**src/rtl/hmc_rf_pkg.sv**
```systemverilog
// Shared constants for the HMC controller register file: address map,
// access FSM states and the rf bus data width.
package hmc_rf_pkg;

    localparam int unsigned RF_DATA_W = 64;

    localparam logic [3:0] ADDR_STATUS_GENERAL = 4'h0;
    localparam logic [3:0] ADDR_STATUS_INIT    = 4'h1;
    localparam logic [3:0] ADDR_CONTROL        = 4'h2;
    localparam logic [3:0] ADDR_SENT_P         = 4'h3;
    localparam logic [3:0] ADDR_SENT_NP        = 4'h4;
    localparam logic [3:0] ADDR_SENT_R         = 4'h5;
    localparam logic [3:0] ADDR_POISONED       = 4'h6;
    localparam logic [3:0] ADDR_RCVD_RSP       = 4'h7;
    localparam logic [3:0] ADDR_COUNTER_RESET  = 4'h8;

    typedef enum logic {
        IDLE = 1'b0,
        ACK  = 1'b1
    } rf_state_t;

endpackage

```
**src/rtl/rf_event_counter.sv**
```systemverilog
// Saturating event counter: +1 per inc pulse, sticks at all-ones,
// a clear in the same cycle as an increment wins.
module rf_event_counter #(
    parameter int CNT_W = 48
) (
    input  logic             clk,
    input  logic             res,
    input  logic             inc,
    input  logic             clr,
    output logic [CNT_W-1:0] count
);

    localparam logic [CNT_W-1:0] CNT_MAX = '1;
    localparam logic [CNT_W-1:0] CNT_ONE = CNT_W'(1);

    logic [CNT_W-1:0] count_d;
    logic [CNT_W-1:0] count_q;

    // Next count: clear, saturating increment, or hold
    always_comb begin
        count_d = count_q;
        if (clr) begin
            count_d = '0;
        end else if (inc && (count_q != CNT_MAX)) begin
            count_d = count_q + CNT_ONE;
        end else begin
            count_d = count_q;
        end
    end

    // Count register
    always_ff @(posedge clk) begin
        if (res) begin
            count_q <= '0;
        end else begin
            count_q <= count_d;
        end
    end

    assign count = count_q;

endmodule

```
**src/rtl/hmc_ctrl_regfile.sv**
```systemverilog
// Controller-side rf bus slave: CONTROL register, status mirrors and five
// saturating event counters behind a two-state request/acknowledge FSM.
module hmc_ctrl_regfile
    import hmc_rf_pkg::*;
#(
    parameter int          CNT_W       = 48,
    parameter logic [63:0] CONTROL_RST = 64'h0
) (
    input  logic        clk,
    input  logic        res,
    input  logic [3:0]  rf_address,
    input  logic [63:0] rf_write_data,
    input  logic        rf_read_enable,
    input  logic        rf_write_enable,
    output logic [63:0] rf_read_data,
    output logic        rf_access_complete,
    output logic        rf_invalid_address,
    input  logic [63:0] status_general,
    input  logic [63:0] status_init,
    input  logic        sent_p_inc,
    input  logic        sent_np_inc,
    input  logic        sent_r_inc,
    input  logic        poisoned_inc,
    input  logic        rcvd_rsp_inc,
    output logic [63:0] control_out
);

    rf_state_t state_d, state_q;
    logic [RF_DATA_W-1:0] rdata_d, rdata_q;
    logic [RF_DATA_W-1:0] control_d, control_q;
    logic complete_d, complete_q;
    logic invalid_d, invalid_q;
    logic cnt_clr_s;

    logic [4:0]       cnt_inc_s;
    logic [CNT_W-1:0] cnt_s [5];

    // Counter order follows the address map, SENT_P (0x3) first
    assign cnt_inc_s = {rcvd_rsp_inc, poisoned_inc, sent_r_inc, sent_np_inc, sent_p_inc};

    for (genvar i = 0; i < 5; i++) begin : g_cnt
        rf_event_counter #(
            .CNT_W (CNT_W)
        ) u_cnt (
            .clk   (clk),
            .res   (res),
            .inc   (cnt_inc_s[i]),
            .clr   (cnt_clr_s),
            .count (cnt_s[i])
        );
    end

    // Access decode: one request accepted in IDLE, answered in ACK
    always_comb begin
        state_d    = state_q;
        complete_d = 1'b0;
        invalid_d  = 1'b0;
        rdata_d    = '0;
        control_d  = control_q;
        cnt_clr_s  = 1'b0;
        case (state_q)
            IDLE: begin
                if (rf_read_enable || rf_write_enable) begin
                    state_d    = ACK;
                    complete_d = 1'b1;
                    if (rf_read_enable && rf_write_enable) begin
                        invalid_d = 1'b1;
                    end else if (rf_read_enable) begin
                        case (rf_address)
                            ADDR_STATUS_GENERAL: rdata_d = status_general;
                            ADDR_STATUS_INIT:    rdata_d = status_init;
                            ADDR_CONTROL:        rdata_d = control_q;
                            ADDR_SENT_P:         rdata_d = 64'(cnt_s[0]);
                            ADDR_SENT_NP:        rdata_d = 64'(cnt_s[1]);
                            ADDR_SENT_R:         rdata_d = 64'(cnt_s[2]);
                            ADDR_POISONED:       rdata_d = 64'(cnt_s[3]);
                            ADDR_RCVD_RSP:       rdata_d = 64'(cnt_s[4]);
                            ADDR_COUNTER_RESET:  rdata_d = 64'h0;
                            default:             invalid_d = 1'b1;
                        endcase
                    end else begin
                        case (rf_address)
                            ADDR_CONTROL:       control_d = rf_write_data;
                            ADDR_COUNTER_RESET: cnt_clr_s = 1'b1;
                            default:            invalid_d = 1'b1;
                        endcase
                    end
                end else begin
                    state_d = IDLE;
                end
            end
            ACK: begin
                state_d = IDLE;
            end
            default: begin
                state_d = IDLE;
            end
        endcase
    end

    // State and registered bus outputs
    always_ff @(posedge clk) begin
        if (res) begin
            state_q    <= IDLE;
            complete_q <= 1'b0;
            invalid_q  <= 1'b0;
            rdata_q    <= 64'h0;
            control_q  <= CONTROL_RST;
        end else begin
            state_q    <= state_d;
            complete_q <= complete_d;
            invalid_q  <= invalid_d;
            rdata_q    <= rdata_d;
            control_q  <= control_d;
        end
    end

    assign rf_access_complete = complete_q;
    assign rf_invalid_address = invalid_q;
    assign rf_read_data       = rdata_q;
    assign control_out        = control_q;

endmodule

```
**config.mk**
```make
export PLATFORM = sky130hd
export DESIGN_NAME = hmc_ctrl_regfile
export DESIGN_NICKNAME = d
export VERILOG_FILES = /design/src/rtl/hmc_rf_pkg.sv /design/src/rtl/rf_event_counter.sv /design/src/rtl/hmc_ctrl_regfile.sv
export SDC_FILE = /design/constraint.sdc
export NUM_CORES = 1
export LEC_CHECK = 0
export CELL_PAD_IN_SITES_DETAIL_PLACEMENT = 1
export CELL_PAD_IN_SITES_GLOBAL_PLACEMENT = 1
export CORE_MARGIN = 10
export CORE_UTILIZATION = 42
export CTS_CLUSTER_SIZE = 14
export DETAILED_ROUTE_END_ITERATION = 6
export PLACE_DENSITY = 0.83
export SETUP_SLACK_MARGIN = 0.4
export SYNTH_ARGS = -nofsm -noshare
export SYNTH_HDL_FRONTEND = slang
export SYNTH_SLANG_ARGS = --single-unit
export TNS_END_PERCENT = 100
```
**constraint.sdc**
```tcl
create_clock -name clk -period 6.8 [get_ports clk]
set_clock_uncertainty 0.1 [all_clocks]
set_input_delay 1.36 -clock clk [delete_from_list [all_inputs] [get_ports clk]]
set_output_delay 1.36 -clock clk [all_outputs]
set_load 0.01 [all_outputs]
```
==> results of run 1 <==
## area by class of cell
| cell class | instances | area [µm²] |
|---|---|---|
| clock buffer | 65 | 1280 |
| sequential | 370 | 7410 |
| multi-input combinational | 1637 | 10100 |
| antenna | 9 | 22.5 |
| inverter | 23 | 86.3 |
| tap | 539 | 674 |
| clock inverter | 8 | 73.8 |
| fill | 4901 | 18900 |
| timing repair buffer | 361 | 3570 |
## per-layer routing
metal	vias up	wire length (µm)
li1	8567	-
met3	201	8480
met5	-	0
met4	0	4390
met1	9827	33900
met2	1012	39400
## path summary, 6_finish.rpt
kind                                 from                  endpoint  slack [ns]  depth (start not counted)
hold reg to reg           control_out[32]           control_out[32]        0.39                          2
setup / recovery            rf_address[1]            control_out[3]        2.69                          8
hold / removal            control_out[32]           control_out[32]        0.39                          2
setup reg to reg  g_cnt[0].u_cnt.count[0]  g_cnt[0].u_cnt.count[21]        3.43                          7
## flip-flops by register name (all words and copies together), names as in the netlist
name / flops
rf_invalid_address: 1
g_cnt.u_cnt.count: 240
control_out: 64
state_q: 1
rf_read_data: 64
## power by group
part / total, mW / leakage (nW) / switching (mW) / internal [mW]
clock: 2.28 / 0.663 / 0.957 / 1.33
combinational: 0.293 / 3.50 / 0.153 / 0.140
sequential: 2.19 / 2.98 / 0.0156 / 2.18
## cell families (layout without fill, tap and decap cells)
family	count (synthesis)	count (layout)
adder cells (fa/ha/maj)	5	5
multiplexers	5	5
XOR/XNOR	171	171
AND/OR/NAND/NOR	981	981
AO/OA/AOI/OAI	475	475
other	0	9
flip-flops	370	370
buffers and inverters	151	457
## worst min-delay path, delay by kind of cell (launching register included)
| family | cells | cell delay, ns |
|---|---|---|
| DFF | 1 | 0.32 |
| and+or+nand+nor | 1 | 0.06 |
| AOI/OAI and AO/OA | 1 | 0.06 |
## synthesized netlist by cell type, types with 7 or more instances
cell type	number	area (µm²)
a21oi_1	112	561
o211ai_1	18	135
o21ai_0	44	220
nor3_1	60	300
o2111ai_1	9	78.8
xor2_1	104	911
inv_1	23	86.3
nor4_1	37	231
a41oi_1	46	403
clkbuf_1	112	420
nor2_1	229	860
nand2_1	234	878
buf_2	9	45.0
nand3_1	127	636
or2_2	7	43.8
nand4_1	94	588
and2_1	12	75.1
a222oi_1	19	190
a22oi_1	183	1370
nand2b_1	9	56.3
or3_1	42	263
o21a_1	9	67.6
nor3b_1	7	52.6
or4_1	12	90.1
and4_1	31	272
xnor2_1	67	587
dfxtp_1	370	7410
and3_1	45	282
## per-stage QoR
| stage | util, % | setup slack [ns] | cell area [µm²] |
|---|---|---|---|
| after floorplan | - | 3.68 | 18000 |
| after global placement | 51.8 | 2.43 | 21800 |
| after detailed placement | 51.8 | 2.23 | 21800 |
| after CTS | 55.0 | 2.74 | 23200 |
| after global routing | 55.0 | 2.53 | 23200 |
| final | 55.0 | 2.69 | 23200 |
==> key figures, run 1 <==
Outcome
  – Status: finished with violations
  – Failing checks: DRC

Worst setup path
  – Most used cell, CP: buf_4
  – Setup crit end kind: register
  – CP required: 7.19 ns
  – Arr. time, crit path: 4.50 ns
  – Crit path buf inv count: 3
  – Cell family with most CP delay: buffers and inverters
  – Largest stage delay on the critical path: 0.89 ns
  – Critical path peak fanout: 49
  – Setup Crit Path Kind: input port to register
  – Critical path launch point type: input port
  – CP Cell Sequence: clkdlybuf4s50_1 > nand2b_1 > nor3_2 > buf_4 > and2_2 > buf_4 > nand2_1 > a21oi_1
  – Worst path slowest cell: clkdlybuf4s50_1

Synthesis
  – Synthesized cell area: 0.0180 mm²
  – Netlist cell types: 68
  – Register bit total from synthesis: 370
  – Register area share after synthesis: 41.2%
  – Simple-Gate Fraction of Synth Area: 27.9%
  – Synth Flop Type: dfxtp_1
  – Synth async-reset ratio: 0%
  – Synth Area in XOR/XNOR: 8.32%
  – Mux share of post-synthesis cell area: 0.299%
  – Syn Nets: 2368
  – Largest family of logic cells by synthesized area: simple AND/OR/NAND/NOR gates
  – EDFF count, synth: 0
  – Compound-Gate Fraction of Synth Area: 18.6%
  – Mean Syn Cell Area: 8.34 µm²
  – Warnings, synthesis: 0
  – Post-Synth Adder-Cell Area: 0.348%
  – Post-Synthesis Cells: 2158

Clocking
  – Cts hold-fix bufs: 0
  – Max clock buf depth: 3
  – Clock Pin Slew Worst Setup and Hold Paths: 0.06 ns
  – Sink Count: 370
  – CTS tree: built
  – H-tree depth reported by CTS: 2
  – Clk Latency, worst-skew pair: 0.58 ns
  – CTS root buffer: clkbuf_16
  – Post-CTS sizing: 0
  – # Post-CTS Setup Buffers: 0
  – Cts bufs inserted: 43

Final layout
  – Most common cell after layout, fill and taps aside: dfxtp_1
  – Area growth syn-to-layout: 28.9%
  – Commonest non-fill, non-tap cells in the layout: dfxtp_1 (370), clkdlybuf4s50_1 (333), nand2_1 (232), nor2_1 (226), a22oi_1 (183)
  – Finished Layout Cells: 3012
  – Share of layout cells above drive strength 1: 5.60%
  – Nets: 2646

Detailed routing
  – DRC errors left: 7
  – Drt wl/cell: 28.6 µm
  – Detailed Routing Iterations Pass 1: 7
  – Total wire length: 86.2 mm
  – Post-DRT Antenna Nets: 0
  – Via density: 6.51
  – Starting DRC count in detailed routing: 2300
  – Vias: 19600

Global routing
  – Met1 usage: 40.5%
  – Busiest grt layer: met2
  – Met3 GRT Util: 7.18%
  – Initial antenna violation count: 9
  – Vias in the first global route: 19400
  – Met2 Use GR: 52.0%
  – First-pass GRT wire length: 126 mm
  – Pin count of the biggest net entering global routing: 76
  – GR Util All Layers: 32.3%
  – GRT Residual Overflow: 0

Die
  – Die height: 227 µm
  – Core Region: 0.0421 mm²
  – Row cnt: 75
  – Die Area: 0.0515 mm²
  – Die span in x: 227 µm
  – I/O Pins: 335
  – Initial Util: 42.7%

Timing
  – Fin crit period: 4.11 ns
  – Final Max Slew Viols: 0
  – Actual slew at the worst max-slew pin: 1.25 ns
  – Final setup viols: 0
  – Final period util: 60.4%
  – Max_slew headroom: 15.9%
  – TNS Setup: 0 ns
  – RSZ-0062 raised after global routing: no
  – Hold WS: 0.385 ns
  – Final Hold Fails: 0
  – Fmax: 243 MHz

Place
  – HPWL after detailed placement: 64.6 mm
  – Placed instance count: 2930
  – RD Place Congestion: 0.961
  – I/O Buffers: 334

Pwr
  – Power per Cell Area: 206 mW/mm²
  – Leakage: 7.14 nW
  – Tot Pwr: 4.77 mW
  – VDD IR max: 0.145 mV

Run
  – Max_cap viols: 0

Min path
  – Worst hold path class: register to register
No activity file was read; power rests on OpenSTA's default activity.
==> inputs of run 2 (changes only) <==
Settings changed: CORE_UTILIZATION 42 to 39, PLACE_DENSITY 0.83 to 0.77.
Clock period 6.8 ns to 4 ns, I/O delays scaled along.
==> run 2 against run 1 <==
The flow now finishes without violations. Clock-buffer cell count fell by 5. Global-route usage fell by 1.7 points. Die area rose by 7.0%. Total power rose by 70%. Sequential cell count did not move. Final area rose by 1.4%. Worst hold slack got worse by 0.0041 ns. Wire length rose by 3.1%. Sequential share of layout area fell by 0.43 points. First-iteration DRC count fell by 1.2%. Combinational power rose by 76%. Sequential power rose by 70%. Critical path type is now register to register. Largest power group unchanged. Highest routed layer is now met5.
==> key figures, run 2 (synthesis gave the netlist of run 1 again) <==
Outcome
  – Status: finished, final reports clean

Detailed routing
  – DRT met1 WL: 37.4 mm
  – Met2 wire length: 41.1 mm
  – Vias: 19600
  – Detailed Routing Iterations Pass 1: 5
  – Post-DRT Antenna Nets: 0
  – Top Layer Used: met5
  – DR WL met3: 7.24 mm
  – Starting DRC count in detailed routing: 2273
  – Total wire length: 88.9 mm
  – DRC errors left: 0
  – Drt wl/cell: 28.7 µm
  – Via density: 6.33

Timing
  – TNS Setup: 0 ns
  – Setup WS post-layout: 0.854 ns
  – Final period util: 78.7%
  – Fin crit period: 3.15 ns
  – Max_slew headroom: 28.3%
  – Final Max Slew Viols: 0
  – Final setup viols: 0
  – Final Hold Fails: 0
  – RSZ-0062 raised after global routing: no
  – Fmax: 318 MHz
  – Actual slew at the worst max-slew pin: 1.07 ns

Clocking
  – Cts bufs inserted: 43
  – Cts hold-fix bufs: 0
  – Max clock buf depth: 3
  – Clk Latency, worst-skew pair: 0.59 ns
  – # Post-CTS Setup Buffers: 0
  – CTS root buffer: clkbuf_16
  – H-tree depth reported by CTS: 2
  – Sink Count: 370
  – Clock Pin Slew Worst Setup and Hold Paths: 0.06 ns
  – CTS tree: built
  – Post-CTS sizing: 0

Place
  – RD Place Congestion: 0.979
  – HPWL after detailed placement: 68.1 mm
  – DP Worst Slack: 0.592 ns
  – I/O Buffers: 334

Die
  – Core Region: 0.0455 mm²
  – I/O Pins: 335
  – Die span in x: 235 µm
  – Die height: 235 µm
  – Row cnt: 78
  – Die Area: 0.0551 mm²
  – Initial Util: 39.6%

Pwr
  – Leakage: 7.30 nW
  – Power per Cell Area: 345 mW/mm²
  – VDD IR max: 0.263 mV

Worst setup path
  – Setup Crit Path Kind: register to register
  – Arr. time, crit path: 3.56 ns
  – Critical path launch point type: register
  – Critical path peak fanout: 8
  – Setup crit end kind: register
  – Worst r2r path cells: 7
  – CP required: 4.42 ns

Global routing
  – Vias in the first global route: 19400
  – GR Util All Layers: 30.5%
  – GRT Residual Overflow: 0
  – Pin count of the biggest net entering global routing: 49
  – Initial antenna violation count: 3
  – First-pass GRT wire length: 131 mm

Final layout
  – Commonest non-fill, non-tap cells in the layout: dfxtp_1 (370), clkdlybuf4s50_1 (333), nand2_1 (232), nor2_1 (226), a22oi_1 (183)
  – Max FFs per register: 240
  – Nets: 2674
  – Area growth syn-to-layout: 30.6%
  – Share of layout cells above drive strength 1: 6.90%
  – Most common cell after layout, fill and taps aside: dfxtp_1

Min path
  – Worst hold path class: register to register
  – Hold path depth: 2

Run
  – Max_cap viols: 0
## run 2: changes by cell type in the layout (fill, tap and decap cells not counted)
cell / delta
buf_12: +5
diode_2: -8
clkinv_2: +6
buf_4: +23
bufinv_16: -1
clkbuf_8: -1
clkbuf_1: -4
inv_6: +2
## run 2: power breakdown
part | switching [mW] | total (mW) | internal [mW] | leakage, nW
registers | 0.0273 | 3.73 | 3.70 | 2.98
clock network | 1.68 | 3.86 | 2.18 | 0.669
logic | 0.265 | 0.516 | 0.251 | 3.65
total | 1.97 | 8.10 | 6.13 | 7.30
## run 2: worst max-delay path, cell delays in order, from the launching register on
cell and delay [ns]:
dfxtp_1 0.53, ha_1 0.26, nand4_1 0.25, nor4_4 0.63, nand3_1 0.50, o211ai_2 0.50
o21ai_0 0.16, a21oi_1 0.14
## run 2: area by class of cell
class,instances,area (µm²)
Fill cell,5370,22000
Multi-Input combinational cell,1637,10100
Sequential cell,370,7410
Timing Repair Buffer,389,3840
Clock buffer,60,1250
Tap cell,600,751
Clock inverter,15,91.3
Inverter,23,86.3
Antenna cell,1,2.50
## run 2: path summary, 6_finish.rpt
| path | start | to | slack, ns |
|---|---|---|---|
| min | control_out[57] | control_out[57] | 0.38 |
| max reg2reg | g_cnt[0].u_cnt.count[0] | g_cnt[0].u_cnt.count[37] | 0.85 |
| min reg2reg | control_out[57] | control_out[57] | 0.38 |
| max | g_cnt[0].u_cnt.count[0] | g_cnt[0].u_cnt.count[37] | 0.85 |
## run 2: layer usage
layer | track usage (%) | up-vias
met1 | 39.5 | 9817
li1 | - | 8645
met5 | 0 | -
met3 | 5.92 | 165
met2 | 49.9 | 959
met4 | 10.1 | 2
## run 2: metrics by stage
stage / utilization, % / instance area, µm² / total power, mW / hold slack [ns] / std cells
global placement: 48.7 / 22200 / 4.31 / 0.363 / 3019
detailed placement: 48.7 / 22200 / 4.32 / 0.377 / 3019
CTS: 51.7 / 23500 / 8.12 / 0.381 / 3094
floorplan: - / 18000 / 3.95 / 0.361 / 2158
finish: 51.7 / 23500 / 8.10 / 0.381 / 3095
global route: 51.7 / 23500 / 8.31 / 0.399 / 3094
==> inputs of run 3 (changes only) <==
Settings changed: CORE_UTILIZATION 39 to 35, PLACE_DENSITY 0.77 to 0.73.
Clock period 4 ns to 2.8 ns, I/O delays scaled along.
==> run 3 against run 2 <==
Wire length up 3.6%. Final cell count is 7.3% higher. Via count rose by 2.8%. Setup slack got worse by 0.47 ns. Register-to-register slack lost 0.43 ns. Die area is 10% higher. Utilization is 2.4 points lower. Combinational power grew 56%. Critical endpoint is now rf_read_data[25]. Largest cell class unchanged.
==> key figures, run 3 (synthesis gave the netlist of run 1 again) <==
Min path
  – Worst hold endpoint: control_out[14]
  – Min-delay src: control_out[14]
  – Hold path depth: 2
  – Worst hold path class: register to register

Detailed routing
  – Post-DRT Antenna Nets: 0
  – Detailed Routing Iterations Pass 1: 6
  – Drt wl/cell: 27.7 µm
  – Total wire length: 92.1 mm
  – DRC errors left: 0
  – Starting DRC count in detailed routing: 2021
  – Vias: 20100
  – Via density: 6.07

Worst setup path
  – Setup crit end kind: register
  – Setup Crit Path Kind: input port to register
  – Critical path launch point type: input port
  – Arr. time, crit path: 2.74 ns
  – FF-to-FF Start: g_cnt[2].u_cnt.count[9]
  – R2R Setup Slk: 0.42 ns
  – Worst r2r path cells: 7
  – Critical path peak fanout: 43
  – RR Endpoint: g_cnt[2].u_cnt.count[13]
  – CP required: 3.12 ns

Clocking
  – Cts bufs inserted: 44
  – H-tree depth reported by CTS: 2
  – Clk Latency, worst-skew pair: 0.59 ns
  – CTS root buffer: clkbuf_16
  – Sink Count: 370
  – Max clock buf depth: 3
  – Clock Pin Slew Worst Setup and Hold Paths: 0.06 ns
  – Cts hold-fix bufs: 0
  – CTS tree: built

Die
  – Row cnt: 83
  – Core Region: 0.0511 mm²
  – I/O Pins: 335
  – Die Area: 0.0609 mm²
  – Die height: 247 µm
  – Initial Util: 35.2%
  – Die span in x: 247 µm

Final layout
  – Share of layout cells above drive strength 1: 15.3%
  – Nets: 2817
  – Max FFs per register: 240
  – Most common cell after layout, fill and taps aside: clkdlybuf4s50_1
  – # fillers: 5988
  – Finished Core Util: 49.3%
  – Area growth syn-to-layout: 40.0%
  – Commonest non-fill, non-tap cells in the layout: clkdlybuf4s50_1 (331), dfxtp_1 (312), nand2_1 (230), nor2_1 (225), a22oi_1 (183)

Place
  – I/O Buffers: 334
  – RD Place Congestion: 0.950
  – HPWL after detailed placement: 70.4 mm

Timing
  – Actual slew at the worst max-slew pin: 0.923 ns
  – RSZ-0062 raised after global routing: yes
  – Final Max Slew Viols: 0
  – Final period util: 86.2%
  – Fin crit period: 2.41 ns
  – Fmax: 414 MHz
  – Final Hold Fails: 0
  – Final setup viols: 0
  – Hold WS: 0.378 ns
  – Max_slew headroom: 38.5%

Pwr
  – Power per Cell Area: 471 mW/mm²
  – Tot Pwr: 11.9 mW
  – VDD IR max: 0.354 mV
  – Leakage: 8.19 nW

Global routing
  – GR Util All Layers: 28.9%
  – Vias in the first global route: 20000
  – First-pass GRT wire length: 134 mm
  – Pin count of the biggest net entering global routing: 67
  – Initial antenna violation count: 2
  – GRT Residual Overflow: 0

Outcome
  – Status: finished, final reports clean

Run
  – Max_cap viols: 0
[run 3: changes by cell type in the layout (fill, tap and decap cells not counted), moves of 4 or more]
cell,before,now
dfxtp_2,0,47
buf_4,48,176
dfxtp_4,0,11
buf_6,0,4
dfxtp_1,370,312
nor4_1,37,32
clkbuf_1,6,12
buf_12,7,16
nor3_1,56,50
nor3_2,4,9
[run 3: worst max-delay path by stage]
stage / from / cells after the start / slack (ns) / endpoint
2_1_floorplan: rf_address[1] / 7 / 0.48 / g_cnt[3].u_cnt.count[13]
3_3_place_gp: rf_address[2] / 6 / -0.27 / rf_read_data[25]
3_5_place_dp: rf_address[2] / 6 / -0.21 / rf_read_data[25]
4_1_cts: g_cnt[0].u_cnt.count[0] / 8 / 0.37 / g_cnt[0].u_cnt.count[26]
5_1_grt: g_cnt[0].u_cnt.count[44] / 7 / 0.34 / g_cnt[0].u_cnt.count[45]
6_report: rf_address[1] / 6 / 0.39 / rf_read_data[25]
[run 3: cell type report]
class / count / area (µm²) / share of cell area (%)
well taps: 680 / 851 / 3.38
clock buffers: 69 / 1350 / 5.35
clock inverters: 9 / 81.3 / 0.323
flip-flops and latches: 370 / 7510 / 29.8
inverters: 23 / 86.3 / 0.343
diodes: 1 / 2.50 / 0.00993
repair buffers: 531 / 5030 / 20.0
multi-input cells: 1637 / 10300 / 40.8
[run 3: power breakdown]
| group | leakage, nW | switching [mW] | internal [mW] |
|---|---|---|---|
| registers | 3.01 | 0.0306 | 5.28 |
| clock network | 0.709 | 2.37 | 3.38 |
| logic | 4.47 | 0.411 | 0.394 |
| total | 8.19 | 2.82 | 9.06 |
[run 3: timing repair]
item                                    4_1_cts  5_1_grt
pin swaps                                     2       27
endpoints found under the hold margin         0        0
cloned                                        0        1
buffers inserted                              4       18
endpoints found under the setup margin       66      142
gates resized for setup                      17      103
[run 3: per-layer routing]
layer | global-route usage, % | up-vias | share of wire [%]
met2 | 45.9 | 973 | 46
met5 | 0 | - | 0.017
met4 | 12.0 | 2 | 4.0
li1 | - | 8914 | -
met3 | 5.60 | 157 | 9.0
met1 | 37.9 | 10100 | 41
[run 3: worst max-delay path: stages]
cell and delay [ns]:
clkdlybuf4s50_1 0.53, nand2b_2 0.18, nor3_2 0.10, buf_12 0.22
a222oi_1 0.86, a31oi_1 0.23
[run 3: through the flow]
step                TNS (ns)  area [µm²]  std cells  worst slack [ns]
global placement      -0.529       23300       3218            -0.268
CTS                        0       24800       3300             0.371
detailed placement    -0.556       23300       3218            -0.210
global route               0       25200       3319             0.343
floorplan                  0       18000       2158             0.481
finish                     0       25200       3320             0.386
==> edit: new RTL, settings of run 2 <==
Put one more register stage on the output `control_out`. The value now appears one clock later. The other outputs are not delayed to match.
--- a/src/rtl/hmc_ctrl_regfile.sv
+++ b/src/rtl/hmc_ctrl_regfile.sv
@@ -119,5 +119,7 @@
     assign rf_invalid_address = invalid_q;
     assign rf_read_data       = rdata_q;
-    assign control_out        = control_q;
+    always_ff @(posedge clk) begin
+        control_out <= control_q;
+    end
 
 endmodule
Check against the original RTL: not equivalent (a bounded check fails within 4 cycles, from zero or initial values).
==> edit against run 2 <==
- non-clock buffer count decreased by 3
- setup slack lost 0.13 ns
- highest routed layer unchanged
- core utilization down 0.55 points
- largest cell class unchanged
- total power grew 16%
- wire length increased by 5.6%
- sequential cell count up 64
- synthesized area rose by 6.4%
- critical endpoint is now g_cnt[4].u_cnt.count[47]
- final area increased by 6.0%
- count of clock-buffer cells in the layout increased by 4
==> edit: results (changes against run 2) <==
- Via Count: 20.1k (was 19.6k)
- Syn nets: 2,442 (was 2,368)
- Multiplexer share of the synthesized area: 0.00209 (was 0.00299)
- Clock Latency Late Sink: 0.61 ns (was 0.59 ns)
- Nets: 2,737 (was 2,674)
- Vias per cell: 6.23 (was 6.33)
- Commonest cells post-synth: dfxtp_1, nand2_1, nor2_1, a22oi_1, clkbuf_1 (was dfxtp_1, nand2_1, nor2_1, a22oi_1, nand3_1)
- M1 WL: 38.5 mm (was 37.4 mm)
- Drt pass-1 iters: 6 (was 5)
- Cell Area, Placed: 23,300 um^2 (was 22,200 um^2)
- Met2 usage: 0.476 (was 0.499)
- Seq/Total Area, Yosys: 0.454 (was 0.412)
- Maximum vdd drop: 323 uV (was 263 uV)
- HP Start: control_q[48] (was control_out[57])
- Rel. slew slack: 0.315 (was 0.283)
- FILL cells: 5,629 (was 5,370)
- WL met2: 41.4 mm (was 41.1 mm)
- DR WL met3: 9.46 mm (was 7.24 mm)
- Synthesized instance count: 2,232 (was 2,158)
- Status: complete, no violations (unchanged)
- DP HPWL: 71.3 mm (was 68.1 mm)
- CTS Buf Count: 48 (was 43)
- Crit path from: g_cnt[4].u_cnt.count[2] (was g_cnt[0].u_cnt.count[0])
- Slowest stage cell on the critical path: or4_1 (was nor4_4)
- Dpl ws: 0.517 ns (was 0.592 ns)
- Min-delay worst type: reg -> reg (unchanged)
- Adder-cell share of the synthesized area: 0.00327 (was 0.00348)
- Clock slew at reported path FFs: 0.06 ns (about the same)
- R2R Setup Slk: 0.72 ns (was 0.85 ns)
- Reg2reg end: g_cnt[4].u_cnt.count[47] (was g_cnt[0].u_cnt.count[37])
- Wirelength, routed: 93.9 mm (was 88.9 mm)
- Compound-Gate Fraction of Synth Area: 0.172 (was 0.186)
- Total Routing Usage GR: 0.307 (was 0.305)
- Largest net degree at the start of global routing: 91 (was 49)
- WP data arrival: 3.67 ns (was 3.56 ns)
- Hold endpoint: control_out[48] (was control_out[57])
- Number of global-route vias before repair: 19.9k (was 19.4k)
- Top fanout value on the critical path: 18 (was 8)
- Worst setup path end: g_cnt[4].u_cnt.count[47] (was g_cnt[0].u_cnt.count[37])
- Power Internal: 7180 uW (was 6130 uW)
- Hold slack: 0.269 ns (was 0.381 ns)
- Synth Area in XOR/XNOR: 0.0778 (was 0.0832)
- Layout cells sized above 1: 0.0640 (was 0.0690)
- Post-synthesis cell type count: 56 (was 68)
- Leakage Power: 0.00784 uW (was 0.00730 uW)
- First-pass GRT wire length: 137 mm (was 131 mm)
- WHS Path Cells: 0 (was 2)
- Met1 usage: 0.401 (was 0.395)
- CP max stage delay: 0.77 ns (was 0.63 ns)
- Synth area leaders: dfxtp_1, a22oi_1, xor2_1 (unchanged)
- Initial antenna violation count: 7 (was 3)
- Global Route met3 Usage: 0.0704 (was 0.0592)
- Dpl cells: 3,141 (was 3,019)
-- edit: cell types whose count changed after synthesis, sizes merged, moves of 9 or more --
cell / before / now
xor2: 104 / 117
nand4: 99 / 116
clkbuf: 112 / 128
xnor2: 67 / 53
dfxtp: 370 / 434
o2111ai: 10 / 1
or4: 14 / 23
a22oi: 183 / 192
nor2: 229 / 245
nand2: 234 / 246
nand3: 128 / 109
-- edit: cell type report --
cell class	count	area [um^2]	share of cell area
Clock buffer	64	1360	0.0546
Inverter	17	63.8	0.00256
Tap cell	664	831	0.0333
Sequential cell	434	8690	0.349
Antenna cell	2	5.00	0.000201
Clock inverter	23	225	0.00903
Timing Repair Buffer	386	3840	0.154
Multi-Input combinational cell	1640	9910	0.398
-- edit: power groups by stage --
stage          Sequential, uW  Clock, uW  Combinational, uW
2_1_floorplan            4460          0                153
3_3_place_gp             4460          0                494
3_5_place_dp             4470          0                500
4_1_cts                  4370       4590                506
5_1_grt                  4370       4770                535
6_report                 4370       4540                511
